--- config.mk ---
export PLATFORM = sky130hd
export DESIGN_NAME = pipeline_hazard_ctrl
export DESIGN_NICKNAME = d
export VERILOG_FILES = /design/src/rtl/pipeline_hazard_ctrl.sv
export SDC_FILE = /design/constraint.sdc
export NUM_CORES = 1
export LEC_CHECK = 0
export CORE_MARGIN = 3
export CORE_UTILIZATION = 40
export CTS_BUF_LIST = sky130_fd_sc_hd__clkbuf_8
export DETAILED_ROUTE_END_ITERATION = 7
export GPL_ROUTABILITY_DRIVEN = 0
export MAX_ROUTING_LAYER = met4
export PLACE_DENSITY = 0.64
export SYNTH_ARGS = -nofsm -noshare
export SYNTH_HDL_FRONTEND = slang
export SYNTH_SLANG_ARGS = --single-unit
--- constraint.sdc ---
create_clock -name clock -period 3.1 [get_ports clock]
set_input_delay 0.62 -clock clock [delete_from_list [all_inputs] [get_ports clock]]
set_output_delay 0.62 -clock clock [all_outputs]
set_load 0.01 [all_outputs]
--- src/rtl/pipeline_hazard_ctrl.sv ---
// -----------------------------------------------------------------------------
// pipeline_hazard_ctrl
// Hazard and sequencing controller for the 5-stage RV32I pipeline.
// It watches the instruction sitting in ID and the redirect outcome from EX.
// From these it drives the PC/IF-ID hold, the IF-ID flush, the ID/EX bubble
// and the registered EX operand forwarding selects.
// A small shadow pipeline (EX, MEM) records the destination register, the
// write enable and the load flag of the instructions ahead of ID.
//
// Ports
//   clock, reset      system clock; asynchronous active-high reset
//   id_valid          ID holds a real instruction
//   id_rs1/id_rs2     ID source registers, with id_use_rs1/id_use_rs2 flags
//   id_rd, id_reg_en  ID destination and write enable
//   id_memtoreg       ID instruction is a load
//   ex_redirect       EX resolved a taken branch/jump this cycle
//   ext_stall         external freeze of the whole pipeline
//   stall_pc          hold PC and IF/ID
//   flush_ifid        replace IF/ID with NOP
//   bubble_ex         load NOP into ID/EX
//   fwd_a, fwd_b      EX operand selects: 0 regfile, 1 EX/MEM, 2 MEM/WB
//   busy_state        0 RUN, 1 LD_STALL, 2 FLUSH
//   stall_count       cycles spent in LD_STALL (saturating)
//   flush_count       accepted redirects (saturating)
// -----------------------------------------------------------------------------
module pipeline_hazard_ctrl #(
  parameter int FLUSH_CYCLES = 2,
  parameter int CNT_W        = 16
) (
  input  logic             clock,
  input  logic             reset,
  input  logic             id_valid,
  input  logic [4:0]       id_rs1,
  input  logic [4:0]       id_rs2,
  input  logic             id_use_rs1,
  input  logic             id_use_rs2,
  input  logic [4:0]       id_rd,
  input  logic             id_reg_en,
  input  logic             id_memtoreg,
  input  logic             ex_redirect,
  input  logic             ext_stall,
  output logic             stall_pc,
  output logic             flush_ifid,
  output logic             bubble_ex,
  output logic [1:0]       fwd_a,
  output logic [1:0]       fwd_b,
  output logic [1:0]       busy_state,
  output logic [CNT_W-1:0] stall_count,
  output logic [CNT_W-1:0] flush_count
);

  typedef enum logic [1:0] {
    RUN      = 2'd0,
    LD_STALL = 2'd1,
    FLUSH    = 2'd2
  } state_t;

  state_t     state;
  state_t     state_next;
  logic [1:0] flush_cnt;
  logic [1:0] flush_cnt_next;

  // Shadow pipeline. The WB stage needs no shadow: an instruction in MEM
  // while its consumer is in ID is exactly the MEM/WB source one cycle later.
  logic [4:0] ex_rd;
  logic       ex_wen;
  logic       ex_load;
  logic [4:0] mem_rd;
  logic       mem_wen;

  logic       load_use;
  logic       advance;
  logic       stall_inc;
  logic       flush_inc;
  logic [1:0] fwd_a_next;
  logic [1:0] fwd_b_next;

  localparam logic [CNT_W-1:0] CNT_MAX = {CNT_W{1'b1}};
  localparam logic [CNT_W-1:0] CNT_ONE = {{(CNT_W-1){1'b0}}, 1'b1};

  // A source matches a producer only if it is really read, really written
  // and not x0.
  function automatic logic reg_match(input logic [4:0] rs, input logic use_rs,
                                     input logic [4:0] rd, input logic wen);
    return use_rs && wen && (rd != 5'd0) && (rs == rd);
  endfunction

  // Forward select for one operand; the nearer producer (EX) wins.
  function automatic logic [1:0] fwd_pick(input logic [4:0] rs, input logic use_rs,
                                          input logic [4:0] e_rd, input logic e_wen,
                                          input logic e_load,
                                          input logic [4:0] m_rd, input logic m_wen);
    logic [1:0] sel;
    if (reg_match(rs, use_rs, e_rd, e_wen) && !e_load) begin
      sel = 2'd1;
    end else if (reg_match(rs, use_rs, m_rd, m_wen)) begin
      sel = 2'd2;
    end else begin
      sel = 2'd0;
    end
    return sel;
  endfunction

  assign busy_state = state;

  // Load-use detection against the load currently in EX.
  always_comb begin
    load_use = id_valid && ex_load &&
               (reg_match(id_rs1, id_use_rs1, ex_rd, ex_wen) ||
                reg_match(id_rs2, id_use_rs2, ex_rd, ex_wen));
  end

  // Next-state and control outputs; ext_stall freezes, redirect beats load-use.
  always_comb begin
    state_next     = state;
    flush_cnt_next = flush_cnt;
    stall_pc       = 1'b0;
    flush_ifid     = 1'b0;
    bubble_ex      = 1'b0;
    stall_inc      = 1'b0;
    flush_inc      = 1'b0;
    if (reset) begin
      state_next     = RUN;
      flush_cnt_next = 2'd0;
    end else if (ext_stall) begin
      stall_pc = 1'b1;
    end else if (ex_redirect) begin
      flush_ifid = 1'b1;
      bubble_ex  = 1'b1;
      flush_inc  = 1'b1;
      stall_inc  = (state == LD_STALL);
      // The redirect cycle is itself the first squashed slot.
      if (FLUSH_CYCLES > 1) begin
        state_next     = FLUSH;
        flush_cnt_next = 2'(FLUSH_CYCLES - 1);
      end else begin
        state_next     = RUN;
        flush_cnt_next = 2'd0;
      end
    end else begin
      case (state)
        RUN: begin
          if (load_use) begin
            stall_pc   = 1'b1;
            bubble_ex  = 1'b1;
            state_next = LD_STALL;
          end else begin
            state_next = RUN;
          end
        end
        LD_STALL: begin
          stall_inc  = 1'b1;
          state_next = RUN;
        end
        FLUSH: begin
          if (flush_cnt != 2'd0) begin
            flush_ifid     = 1'b1;
            bubble_ex      = 1'b1;
            flush_cnt_next = flush_cnt - 2'd1;
            if (flush_cnt == 2'd1) begin
              state_next = RUN;
            end else begin
              state_next = FLUSH;
            end
          end else begin
            state_next = RUN;
          end
        end
        default: begin
          state_next     = RUN;
          flush_cnt_next = 2'd0;
        end
      endcase
    end
  end

  // Forward selects for the instruction leaving ID; zero when nothing advances.
  always_comb begin
    advance = id_valid && !ext_stall && !bubble_ex;
    if (advance) begin
      fwd_a_next = fwd_pick(id_rs1, id_use_rs1, ex_rd, ex_wen, ex_load, mem_rd, mem_wen);
      fwd_b_next = fwd_pick(id_rs2, id_use_rs2, ex_rd, ex_wen, ex_load, mem_rd, mem_wen);
    end else begin
      fwd_a_next = 2'd0;
      fwd_b_next = 2'd0;
    end
  end

  // FSM, shadow pipeline, forward selects and saturating counters.
  always_ff @(posedge clock or posedge reset) begin
    if (reset) begin
      state       <= RUN;
      flush_cnt   <= 2'd0;
      ex_rd       <= 5'd0;
      ex_wen      <= 1'b0;
      ex_load     <= 1'b0;
      mem_rd      <= 5'd0;
      mem_wen     <= 1'b0;
      fwd_a       <= 2'd0;
      fwd_b       <= 2'd0;
      stall_count <= {CNT_W{1'b0}};
      flush_count <= {CNT_W{1'b0}};
    end else begin
      state     <= state_next;
      flush_cnt <= flush_cnt_next;
      if (!ext_stall) begin
        mem_rd  <= ex_rd;
        mem_wen <= ex_wen;
        if (advance) begin
          ex_rd   <= id_rd;
          ex_wen  <= id_reg_en;
          ex_load <= id_memtoreg;
        end else begin
          ex_rd   <= 5'd0;
          ex_wen  <= 1'b0;
          ex_load <= 1'b0;
        end
        fwd_a <= fwd_a_next;
        fwd_b <= fwd_b_next;
      end
      if (stall_inc && (stall_count != CNT_MAX)) begin
        stall_count <= stall_count + CNT_ONE;
      end
      if (flush_inc && (flush_count != CNT_MAX)) begin
        flush_count <= flush_count + CNT_ONE;
      end
    end
  end

endmodule

==> reports/metrics.csv, run 1 <==
stage;metric;value;unit
synthesis;synth_async_sr_flop_share;100;%
clocking;cts.sink_count;53;
layout;num-fill-cells;598;
die;die_h;89.3;um
synthesis;synth_nets;284;
worst_setup_path;path_delay_family;buffers and inverters;
global_routing;grt_max_degree;50;
place;dpl.hpwl;4600;um
global_routing;global_route.overflow_total;0;
sta;hold_viol_final;0;
synthesis;synthesis.yosys.warnings;0;
route;drt_iter0_drc;110;
worst_setup_path;worstPathArrival;2.41;ns
worst_setup_path;crit_path_top_delay_cell;sky130_fd_sc_hd__clkdlybuf4s50_1;
synthesis;post_synth_instance_area;0.00277;mm^2
place;port-buffer-count;64;
sta;setup_violations;0;
sta;timing.final.ws_setup;0.0731;ns
synthesis;ys_seq_elements;53;
layout;layout.cells.most_common;sky130_fd_sc_hd__clkdlybuf4s50_1;
synthesis;yosys.cell_types.count;45;
global_routing;grt_most_used_layer;met2;
layout;layout.cells.most_common_list;sky130_fd_sc_hd__clkdlybuf4s50_1, sky130_fd_sc_hd__dfrtp_1, sky130_fd_sc_hd__xor2_1;
clocking;number_of_buffers_inserted_during_clock_tree_synthesis;5;
worst_setup_path;cp_cell_sequence;clkdlybuf4s50_1 -> xor2_1 -> nor4_2 -> a32o_2 -> buf_4 -> a32o_1 -> dlygate4sd2_1;
route;detail_route.first_pass.iterations;4;
sta;relative_slew_margins;58.5;%
layout;drive_gt1_share;14.9;%
worst_setup_path;timing.critical_path.from_type;input pin;
die;boundaryPins;65;
pwr;worst_ir_drop_vdd;316;uV
pwr;totalPowerFinal;1.53;mW
synthesis;dominantRegCellSynth;sky130_fd_sc_hd__dfrtp_1;
layout;insertedDiodeCount;0;
global_routing;grt_pass1_wl;10400;um
route;routedWlPerCell;14.9;um
pwr;power-per-cell-area;411;mW/mm^2
synthesis;synth-compound-area-share;9.92;%
place;dpl_cell_area;0.00361;mm^2
worst_setup_path;timing.setup.critical_path_class;in2out;
clocking;cts_tree;done;
route;detail_route.vias_per_cell;5.24;
run_status;status;completed;
global_routing;use_met1;24.2;%
flow_run;maxCapViolations;0;
global_routing;met2_usage;26.0;%
layout;layout.nets;369;
die;rows;29;
synthesis;synth.yosys.seq_area_share;47.8;%
sta;highest_achievable_clock_rate;0.330;GHz
synthesis;yosys-mux-area-fraction;3.65;%
clocking;worst_skew_pair.late_latency;0.30;ns
route;detail_route.wirelength;6230;um
pwr;p_leak;1.65;nW
die;die_area;0.00797;mm^2
worst_setup_path;path_buf_inv;3;
worst_setup_path;required;2.48;ns
synthesis;post_synth_xor_area_fraction;14.5;%
worst_setup_path;worst-path-max-fanout;2;
synthesis;post_synth_and_or_nand_nor_area_fraction;20.2;%
layout;final_cell_area;0.00373;mm^2
synthesis;synthCells;256;
synthesis;synth-edff-count;0;
global_routing;antenna_found_initial;0;
clocking;ctsHtreeMaxLevel;2;
place;preCtsSetupSlack;-0.238;ns
worst_setup_path;critPathMaxStageDelay;0.52;ns
route;drc;0;
clocking;clk_pin_slew;0.10;ns
min_path;hold_path.class;reg2reg;
sta;final.min_clock_period;3.03;ns
sta;setup_total_negative_slack;0;ns
route;vias;2197;
worst_setup_path;end_kind;primary output;
sta;worst-slew-pin-transition;0.622;ns
layout;synthToLayoutAreaGrowth;34.6;%
synthesis;largest_family_of_logic_cells_by_synthesized_area;simple AND/OR/NAND/NOR gates;
global_routing;grt_use_total;17.2;%
synthesis;post_synth_fa_ha_maj_area_fraction;1.80;%
die;die_width;89.3;um
global_routing;grt_pass1_vias;2177;
die;starting_density_of_the_core;42.5;%
synthesis;syn-mean-instance-area;10.8;um^2
sta;timing.clock.skew;0.00656;ns
route;drtAntennaViolNets;0;
layout;final_core_util;57.2;%
sta;layout_worst_path_cycle_share;97.6;%
global_routing;grtUsageMet3;2.86;%
sta;maxSlewViolCount;0;
worst_setup_path;reg2reg_slack;1.00;ns
clocking;ctsRootBufferMaster;sky130_fd_sc_hd__clkbuf_8;
clocking;cts-root-to-sink-buffers;2;
die;placeableCoreArea;0.00653;mm^2
## registers in the layout, summed over array words and instances, names as in the netlist
register	cells
flush_count	16
stall_count	16
ex_rd	5
mem_rd	5
busy_state	2
flush_cnt	2
fwd_a	2
fwd_b	2
ex_load	1
ex_wen	1
mem_wen	1
## final timing paths
path                              endpoint      startpoint  cells after the start
max                               stall_pc       id_rs2[2]                      7
min                               fwd_b[0]        fwd_b[0]                      1
max reg2reg                flush_count[13]  flush_count[0]                      6
min reg2reg                       fwd_b[0]        fwd_b[0]                      1
max in group asynchronous  flush_count[11]           reset                      4
min in group asynchronous         ex_rd[2]           reset                      3
## kinds of logic (layout without fill, tap and decap cells)
group,Yosys count,in the layout
AOI/OAI and AO/OA,36,36
DFF,53,53
adders and majority gates,4,4
muxes,9,9
buffers and inverters,13,99
and+or+nand+nor,95,95
xor gates and xnor gates,46,46
## timing repair
item,4_1_cts,5_1_grt
hold buffers,0,0
gates resized for setup,4,3
endpoints found under the setup margin,2,1
buffers inserted,1,1
pin swaps,2,2
## final cells by class
class | instances | area, um^2 | share of cell area, %
Sequential cell | 53 | 1330 | 35.5
Clock inverter | 1 | 5.00 | 0.134
Tap cell | 77 | 96.3 | 2.58
Multi-Input combinational cell | 190 | 1400 | 37.6
Inverter | 8 | 30.0 | 0.804
Clock buffer | 7 | 96.3 | 2.58
Timing Repair Buffer | 83 | 777 | 20.8
## Yosys cell counts (5+ instances only)
cell                      instances  area, um^2
sky130_fd_sc_hd__dfrtp_1         53        1330
sky130_fd_sc_hd__xor2_1          27         236
sky130_fd_sc_hd__nand2_1         19        71.3
sky130_fd_sc_hd__nor2_1          19        71.3
sky130_fd_sc_hd__xnor2_1         19         166
sky130_fd_sc_hd__nand3_1         14        70.1
sky130_fd_sc_hd__mux2_2           9         101
sky130_fd_sc_hd__a21oi_1          8        40.0
sky130_fd_sc_hd__inv_1            8        30.0
sky130_fd_sc_hd__a22o_1           7        61.3
sky130_fd_sc_hd__a32o_1           6        60.1
sky130_fd_sc_hd__nor3_1           6        30.0
sky130_fd_sc_hd__o21ai_0          6        30.0
sky130_fd_sc_hd__and4_1           5        43.8
## power by group
group | internal (mW) | total [mW] | switching (mW) | leakage [nW]
Sequential | 0.741 | 0.814 | 0.0722 | 0.709
Clock | 0.202 | 0.422 | 0.219 | 0.0542
Combinational | 0.173 | 0.299 | 0.126 | 0.884
Total | 1.12 | 1.53 | 0.418 | 1.65
## per-layer routing
layer | routed length [um] | part of all wire [%]
met1 | 2990 | 48
met2 | 2970 | 48
met3 | 200 | 3.2
met4 | 70 | 1.1
met5 | 0 | 0
## per-stage QoR
step	hold slack [ns]	std cells
6_report	0.498	419
5_1_grt	0.515	419
4_1_cts	0.501	418
3_5_place_dp	0.481	409
3_3_place_gp	0.480	409
2_1_floorplan	0.473	256
## worst reg2reg max path, delay by kind of cell (launching register included)
kind,cells,cell delay [ns]
XOR/XNOR,1,0.16
adder cells (fa/ha/maj),1,0.25
AND/OR/NAND/NOR,4,1.15
flip-flops,1,0.44
Power figures use the tool's default switching activity.
==> inputs of run 2 (changes only) <==
--- a/config.mk
+++ b/config.mk
@@ -10,6 +10,7 @@
 export CTS_BUF_LIST = sky130_fd_sc_hd__clkbuf_8
 export DETAILED_ROUTE_END_ITERATION = 7
 export GPL_ROUTABILITY_DRIVEN = 0
+export HOLD_SLACK_MARGIN = 0.06
 export MAX_ROUTING_LAYER = met4
 export PLACE_DENSITY = 0.64
 export SYNTH_ARGS = -nofsm -noshare
==> constraint.sdc (replaced) <==
create_clock -name clock -period 2.9 [get_ports clock]
set_input_delay 0.58 -clock clock [delete_from_list [all_inputs] [get_ports clock]]
set_output_delay 0.58 -clock clock [all_outputs]
set_load 0.01 [all_outputs]
==> run 2 against run 1 <==
  * Clock skew grew 0.00097 ns
  * Cell count grew 0.72%
  * Sequential power is 6.9% higher
  * First-iteration DRC count decreased by 12%
  * Combinational power grew 8.4%
  * Flip-flop and latch count stayed put
  * Non-clock buffer count grew 3
  * Total power is 7.4% higher
  * Sequential share of layout area decreased by 0.39 points
  * Critical endpoint unchanged
  * Largest power group unchanged
==> reports/metrics.csv, run 2 (synthesis gave the netlist of run 1 again) <==
stage;metric;value;unit;change
clocking;ctsHtreeMaxLevel;2;;unchanged
pwr;worst_ir_drop_vdd;523;uV;+66%
die;placeableCoreArea;0.00653;mm^2;unchanged
die;starting_density_of_the_core;42.5;%;unchanged
route;vias;2243;;+2.1%
clocking;cts.sink_count;53;;unchanged
global_routing;grtUsageMet3;3.41;%;+0.55 points
layout;insertedDiodeCount;0;;unchanged
run_status;status;completed;;
worst_setup_path;worstPathArrival;2.27;ns;-0.14 ns
clocking;ctsRootBufferMaster;sky130_fd_sc_hd__clkbuf_8;;
worst_setup_path;required;2.32;ns;-0.16 ns
worst_setup_path;timing.setup.critical_path_class;in2out;;
global_routing;grt_pass1_vias;2261;;+3.9%
min_path;hold_path.class;reg2reg;;
die;die_area;0.00797;mm^2;unchanged
global_routing;global_route.overflow_total;0;;unchanged
pwr;power-per-cell-area;437;mW/mm^2;+6.2%
place;dpl.hpwl;4690;um;+2.0%
clocking;cts_tree;done;;
layout;layout.cells.most_common;sky130_fd_sc_hd__clkdlybuf4s50_1;;
place;dpl_cell_area;0.00364;mm^2;+0.83%
layout;multiInputGateArea;0.00141;mm^2;+0.62%
layout;layout.cells.most_common_list;sky130_fd_sc_hd__clkdlybuf4s50_1, sky130_fd_sc_hd__dfrtp_1, sky130_fd_sc_hd__xor2_1;;
sta;fin_hold_ws;0.495;ns;-0.00238 ns
global_routing;grt_pass1_wl;10600;um;+2.4%
clocking;cts-root-to-sink-buffers;2;;unchanged
layout;biggestRegsByFlops;flush_count x16, stall_count x16;;
layout;drive_gt1_share;15.9;%;+1.0 points
route;detail_route.vias_per_cell;5.32;;+1.4%
layout;final_cell_area;0.00377;mm^2;+1.1%
die;die_h;89.3;um;unchanged
layout;synthToLayoutAreaGrowth;36.1;%;
die;die_width;89.3;um;unchanged
global_routing;grt_most_used_layer;met2;;
sta;setup_violations;0;;unchanged
sta;relative_slew_margins;57.9;%;-0.59 points
global_routing;use_met1;23.6;%;-0.52 points
route;drc;0;;unchanged
pwr;p_leak;1.70;nW;+3.1%
clocking;number_of_buffers_inserted_during_clock_tree_synthesis;5;;unchanged
die;rows;29;;unchanged
global_routing;grt_max_degree;50;;unchanged
layout;seqCellArea;0.00133;mm^2;unchanged
sta;layout_worst_path_cycle_share;98.4;%;
die;boundaryPins;65;;unchanged
global_routing;antenna_found_initial;0;;unchanged
clocking;worst_skew_pair.late_latency;0.31;ns;about the same
worst_setup_path;timing.critical_path.from_type;input pin;;
route;drt_iter0_drc;97;;-12%
sta;timing.clock.skew;0.00753;ns;+0.000968 ns
layout;num-fill-cells;566;;-5.4%
route;routedWlPerCell;15.0;um;+1.1%
sta;hold_viol_final;0;;unchanged
place;port-buffer-count;64;;unchanged
global_routing;met2_usage;26.1;%;+0.13 points
sta;highest_achievable_clock_rate;0.350;GHz;
route;detail_route.first_pass.iterations;4;;unchanged
route;detail_route.wirelength;6350;um;+1.8%
worst_setup_path;end_kind;primary output;;
layout;layout.nets;372;;+0.81%
flow_run;maxCapViolations;0;;unchanged
sta;maxSlewViolCount;0;;unchanged
worst_setup_path;worst-path-max-fanout;2;;unchanged
sta;worst-slew-pin-transition;0.631;ns;+0.00886 ns
sta;final.min_clock_period;2.85;ns;
worst_setup_path;reg2reg_slack;0.79;ns;-0.21 ns
global_routing;grt_use_total;17.6;%;+0.38 points
clocking;clk_pin_slew;0.09;ns;about the same
route;drtAntennaViolNets;0;;unchanged
run 2: worst max-delay path, cell delays in order:
cell and delay [ns]:
sky130_fd_sc_hd__clkdlybuf4s50_1 0.52, sky130_fd_sc_hd__xor2_2 0.17, sky130_fd_sc_hd__nor4_2 0.06, sky130_fd_sc_hd__a32o_2 0.29, sky130_fd_sc_hd__buf_4 0.14, sky130_fd_sc_hd__a32o_1 0.22, sky130_fd_sc_hd__dlygate4sd2_1 0.28
run 2: area by class of cell:
cell class                      instances  area share, %
Clock buffer                            7           2.55
Clock inverter                          1          0.133
Inverter                                8          0.795
Multi-Input combinational cell        190           37.4
Sequential cell                        53           35.1
Tap cell                               77           2.55
Timing Repair Buffer                   86           21.4
run 2: metal layers:
layer,part of all wire [%],wire length (um)
met2,47,2980
met3,3.5,219
met1,48,3040
met5,0,0
met4,1.7,110
run 2: path summary, 6_finish.rpt:
path,from,endpoint,cells past startpoint
setup / recovery,id_rs2[1],stall_pc,7
hold / removal,fwd_b[1],fwd_b[1],1
setup reg to reg,flush_count[0],flush_count[7],6
hold reg to reg,fwd_b[1],fwd_b[1],1
max in group asynchronous,reset,stall_count[13],4
min in group asynchronous,reset,ex_rd[1],3
run 2: power by group:
part,internal [mW],switching (mW),total (mW)
combinational,0.187,0.138,0.324
clock,0.216,0.237,0.454
sequential,0.792,0.0777,0.870
run 2: stage by stage:
step                      setup WS (ns)  util, %  total power, mW  instances  TNS (ns)
after floorplan                   0.137        -             1.03        256         0
after global placement           -0.311     55.7             1.20        413    -0.602
after detailed placement         -0.373     55.7             1.20        413    -0.730
after CTS                        0.0385     57.4             1.67        422         0
after global routing           -0.00326     57.8             1.75        422  -0.00326
final                            0.0464     57.8             1.65        422         0
run 2: repair_timing:
item	4_1_cts	5_1_grt
pin swaps	2	4
endpoints found under the setup margin	2	2
gates resized for setup	7	6
hold buffers	0	0
setup buffers	1	0
==> inputs of run 3 (changes only) <==
--- a/config.mk
+++ b/config.mk
@@ -5,6 +5,8 @@
 export SDC_FILE = /design/constraint.sdc
 export NUM_CORES = 1
 export LEC_CHECK = 0
+export CELL_PAD_IN_SITES_DETAIL_PLACEMENT = 0
+export CELL_PAD_IN_SITES_GLOBAL_PLACEMENT = 1
 export CORE_MARGIN = 3
 export CORE_UTILIZATION = 40
 export CTS_BUF_LIST = sky130_fd_sc_hd__clkbuf_8
@@ -12,7 +14,7 @@
 export GPL_ROUTABILITY_DRIVEN = 0
 export HOLD_SLACK_MARGIN = 0.06
 export MAX_ROUTING_LAYER = met4
-export PLACE_DENSITY = 0.64
+export PLACE_DENSITY = 0.8
 export SYNTH_ARGS = -nofsm -noshare
 export SYNTH_HDL_FRONTEND = slang
 export SYNTH_SLANG_ARGS = --single-unit
==> run 3 against run 2 <==
  * Global-route usage is essentially flat
  * Design area shrank 0.27%
  * Largest power group unchanged
  * Via count shrank 2.3%
==> reports/metrics.csv, run 3 (synthesis gave the netlist of run 1 again) <==
stage;metric;value;unit;change
sta;highest_achievable_clock_rate;0.364;GHz;+4.0%
pwr;power.share.clock;30.4;%;+2.9 points
clocking;number_of_buffers_inserted_during_clock_tree_synthesis;5;;unchanged
pwr;combinationalPowerShare;19.0;%;-0.7 points
clocking;clk_pin_slew;0.09;ns;about the same
pwr;seq_power_share;50.6;%;-2.2 points
sta;layout_worst_path_cycle_share;94.6;%;-3.8 points
worst_setup_path;worstPathArrival;2.16;ns;-0.11 ns
pwr;worst_ir_drop_vdd;312;uV;-40%
clocking;cts-root-to-sink-buffers;2;;unchanged
worst_setup_path;r2r-start;flush_count[0];;
clocking;cts.sink_count;53;;unchanged
layout;synthToLayoutAreaGrowth;35.7;%;
clocking;ctsRootBufferMaster;sky130_fd_sc_hd__clkbuf_8;;
clocking;worst_skew_pair.late_latency;0.31;ns;about the same
route;detail_route.wirelength;6190;um;-2.5%
min_path;hold_path.class;reg2reg;;
pwr;p_leak;1.66;nW;-2.5%
layout;num-fill-cells;588;;+3.9%
place;preCtsSetupSlack;-0.323;ns;+0.0501 ns
route;detail_route.vias_per_cell;5.20;;-2.1%
route;routedWlPerCell;14.7;um;-2.3%
sta;grt_setup_unrepaired;false;;
place;place_inst;413;;unchanged
sta;setup_total_negative_slack;0;ns;unchanged
sta;final.min_clock_period;2.74;ns;-0.109 ns
layout;drive_gt1_share;15.7;%;-0.24 points
die;rows;29;;unchanged
run_status;status;completed;;
global_routing;global_route.overflow_total;0;;unchanged
clocking;hold_buffers;0;;unchanged
clocking;ctsHtreeMaxLevel;2;;unchanged
worst_setup_path;cp-startpoint;id_rs2[4];;
clocking;cts_tree;done;;
global_routing;antenna_found_initial;0;;unchanged
pwr;swShare;26.4;%;-1.1 points
layout;biggestRegsByFlops;flush_count x16, stall_count x16;;
layout;layout.cells.most_common;sky130_fd_sc_hd__clkdlybuf4s50_1;;
layout;insertedDiodeCount;0;;unchanged
global_routing;grt_use_total;17.5;%;-0.024 points
sta;hold_viol_final;0;;unchanged
route;detail_route.first_pass.iterations;4;;unchanged
sta;timing.clock.skew;0.00614;ns;-0.00138 ns
pwr;power-per-cell-area;455;mW/mm^2;+4.2%
route;drt_iter0_drc;77;;-21%
layout;layout.cells.most_common_list;sky130_fd_sc_hd__clkdlybuf4s50_1, sky130_fd_sc_hd__dfrtp_1, sky130_fd_sc_hd__xor2_1;;
die;die_area;0.00797;mm^2;unchanged
sta;maxSlewViolCount;0;;unchanged
die;placeableCoreArea;0.00653;mm^2;unchanged
global_routing;grt_pass1_vias;2179;;-3.6%
sta;setup_violations;0;;unchanged
die;starting_density_of_the_core;42.5;%;unchanged
sta;worst-slew-pin-transition;0.684;ns;+0.0531 ns
worst_setup_path;end_kind;primary output;;
layout;finalNonFillerCells;421;;-0.24%
route;drtAntennaViolNets;0;;unchanged
place;port-buffer-count;64;;unchanged
global_routing;grt_pass1_wl;10400;um;-1.4%
global_routing;grt_max_degree;56;;+12%
die;die_width;89.3;um;unchanged
worst_setup_path;timing.critical_path.from_type;input pin;;
route;vias;2191;;-2.3%
pwr;internal_power;1.26;mW;+5.4%
sta;relative_slew_margins;54.4;%;-3.5 points
die;boundaryPins;65;;unchanged
worst_setup_path;worst-path-max-fanout;2;;unchanged
sta;timing.final.ws_setup;0.156;ns;+0.109 ns
layout;layout.nets;371;;-0.27%
worst_setup_path;timing.setup.critical_path_class;in2out;;
flow_run;maxCapViolations;0;;unchanged
die;die_h;89.3;um;unchanged
route;drc;0;;unchanged
place;dpl.hpwl;4670;um;-0.56%
pwr;switchingPower;0.452;mW;-0.14%
min_path;holdCritStartpoint;flush_count[10];;
worst_setup_path;required;2.32;ns;about the same
-- run 3: cell types whose count changed in the layout (fill, tap and decap cells not counted), sizes merged --
cell           previous run  this run
buf                      23        21
bufinv                    0         1
clkbuf                    7         8
clkdlybuf4s50            58        62
clkinv                    1         0
clkinvlp                  0         1
dlygate4sd2               1         0
dlymetal6s2s              4         0
-- run 3: through the flow --
| step | power (mW) | utilization (%) | hold WS, ns | area (um^2) |
|---|---|---|---|---|
| floorplan | 1.03 | - | 0.473 | 2770 |
| global placement | 1.20 | 55.7 | 0.475 | 3640 |
| detailed placement | 1.21 | 55.7 | 0.483 | 3640 |
| CTS | 1.73 | 57.6 | 0.505 | 3760 |
| global route | 1.81 | 57.6 | 0.526 | 3760 |
| finish | 1.71 | 57.6 | 0.499 | 3760 |
-- run 3: layer usage --
layer	vias up	track usage [%]	share of wire [%]
li1	1091	-	-
met1	1052	24.0	48
met5	-	-	0
met2	42	26.2	48
met4	0	4.47	0.92
met3	6	4.33	3.6
-- run 3: layout make-up --
class	count	area, um^2	share of cell area [%]
inverters	8	30.0	0.798
well taps	77	96.3	2.56
repair buffers	85	788	20.9
clock inverters	2	37.5	0.997
flip-flops and latches	53	1330	35.2
multi-input cells	190	1400	37.3
clock buffers	6	82.6	2.19
-- run 3: worst max-delay path, cell delays in order --
cell and delay, ns:
sky130_fd_sc_hd__clkdlybuf4s50_1 0.50, sky130_fd_sc_hd__xor2_1 0.20, sky130_fd_sc_hd__nor4_2 0.08, sky130_fd_sc_hd__a32o_2 0.29, sky130_fd_sc_hd__buf_4 0.14, sky130_fd_sc_hd__a32o_1 0.24, sky130_fd_sc_hd__clkbuf_2 0.13
-- run 3: path summary, 6_finish.rpt --
| check | end | slack (ns) | cells past startpoint |
|---|---|---|---|
| worst min register to register | flush_count[10] | 0.50 | 1 |
| worst max register to register | flush_count[14] | 0.86 | 6 |
| min in group asynchronous | flush_cnt[0] | 0.97 | 4 |
| worst max-delay path | stall_pc | 0.16 | 7 |
| worst min-delay path | flush_count[10] | 0.50 | 1 |
| max in group asynchronous | fwd_b[1] | 1.48 | 4 |
-- run 3: repair_timing --
| item | in CTS | in global routing |
|---|---|---|
| endpoints found under the setup margin | 2 | 2 |
| gates cloned | 0 | 0 |
| setup buffers | 0 | 0 |
| gates resized for setup | 4 | 6 |
| pin swaps | 2 | 2 |
-- run 3: power by group through the flow --
| stage | combinational [mW] | clock (mW) | sequential, mW |
|---|---|---|---|
| after floorplan | 0.143 | 0 | 0.883 |
| after global placement | 0.320 | 0 | 0.879 |
| after detailed placement | 0.326 | 0 | 0.880 |
| after CTS | 0.327 | 0.539 | 0.868 |
| after global routing | 0.362 | 0.573 | 0.879 |
| final | 0.325 | 0.520 | 0.867 |
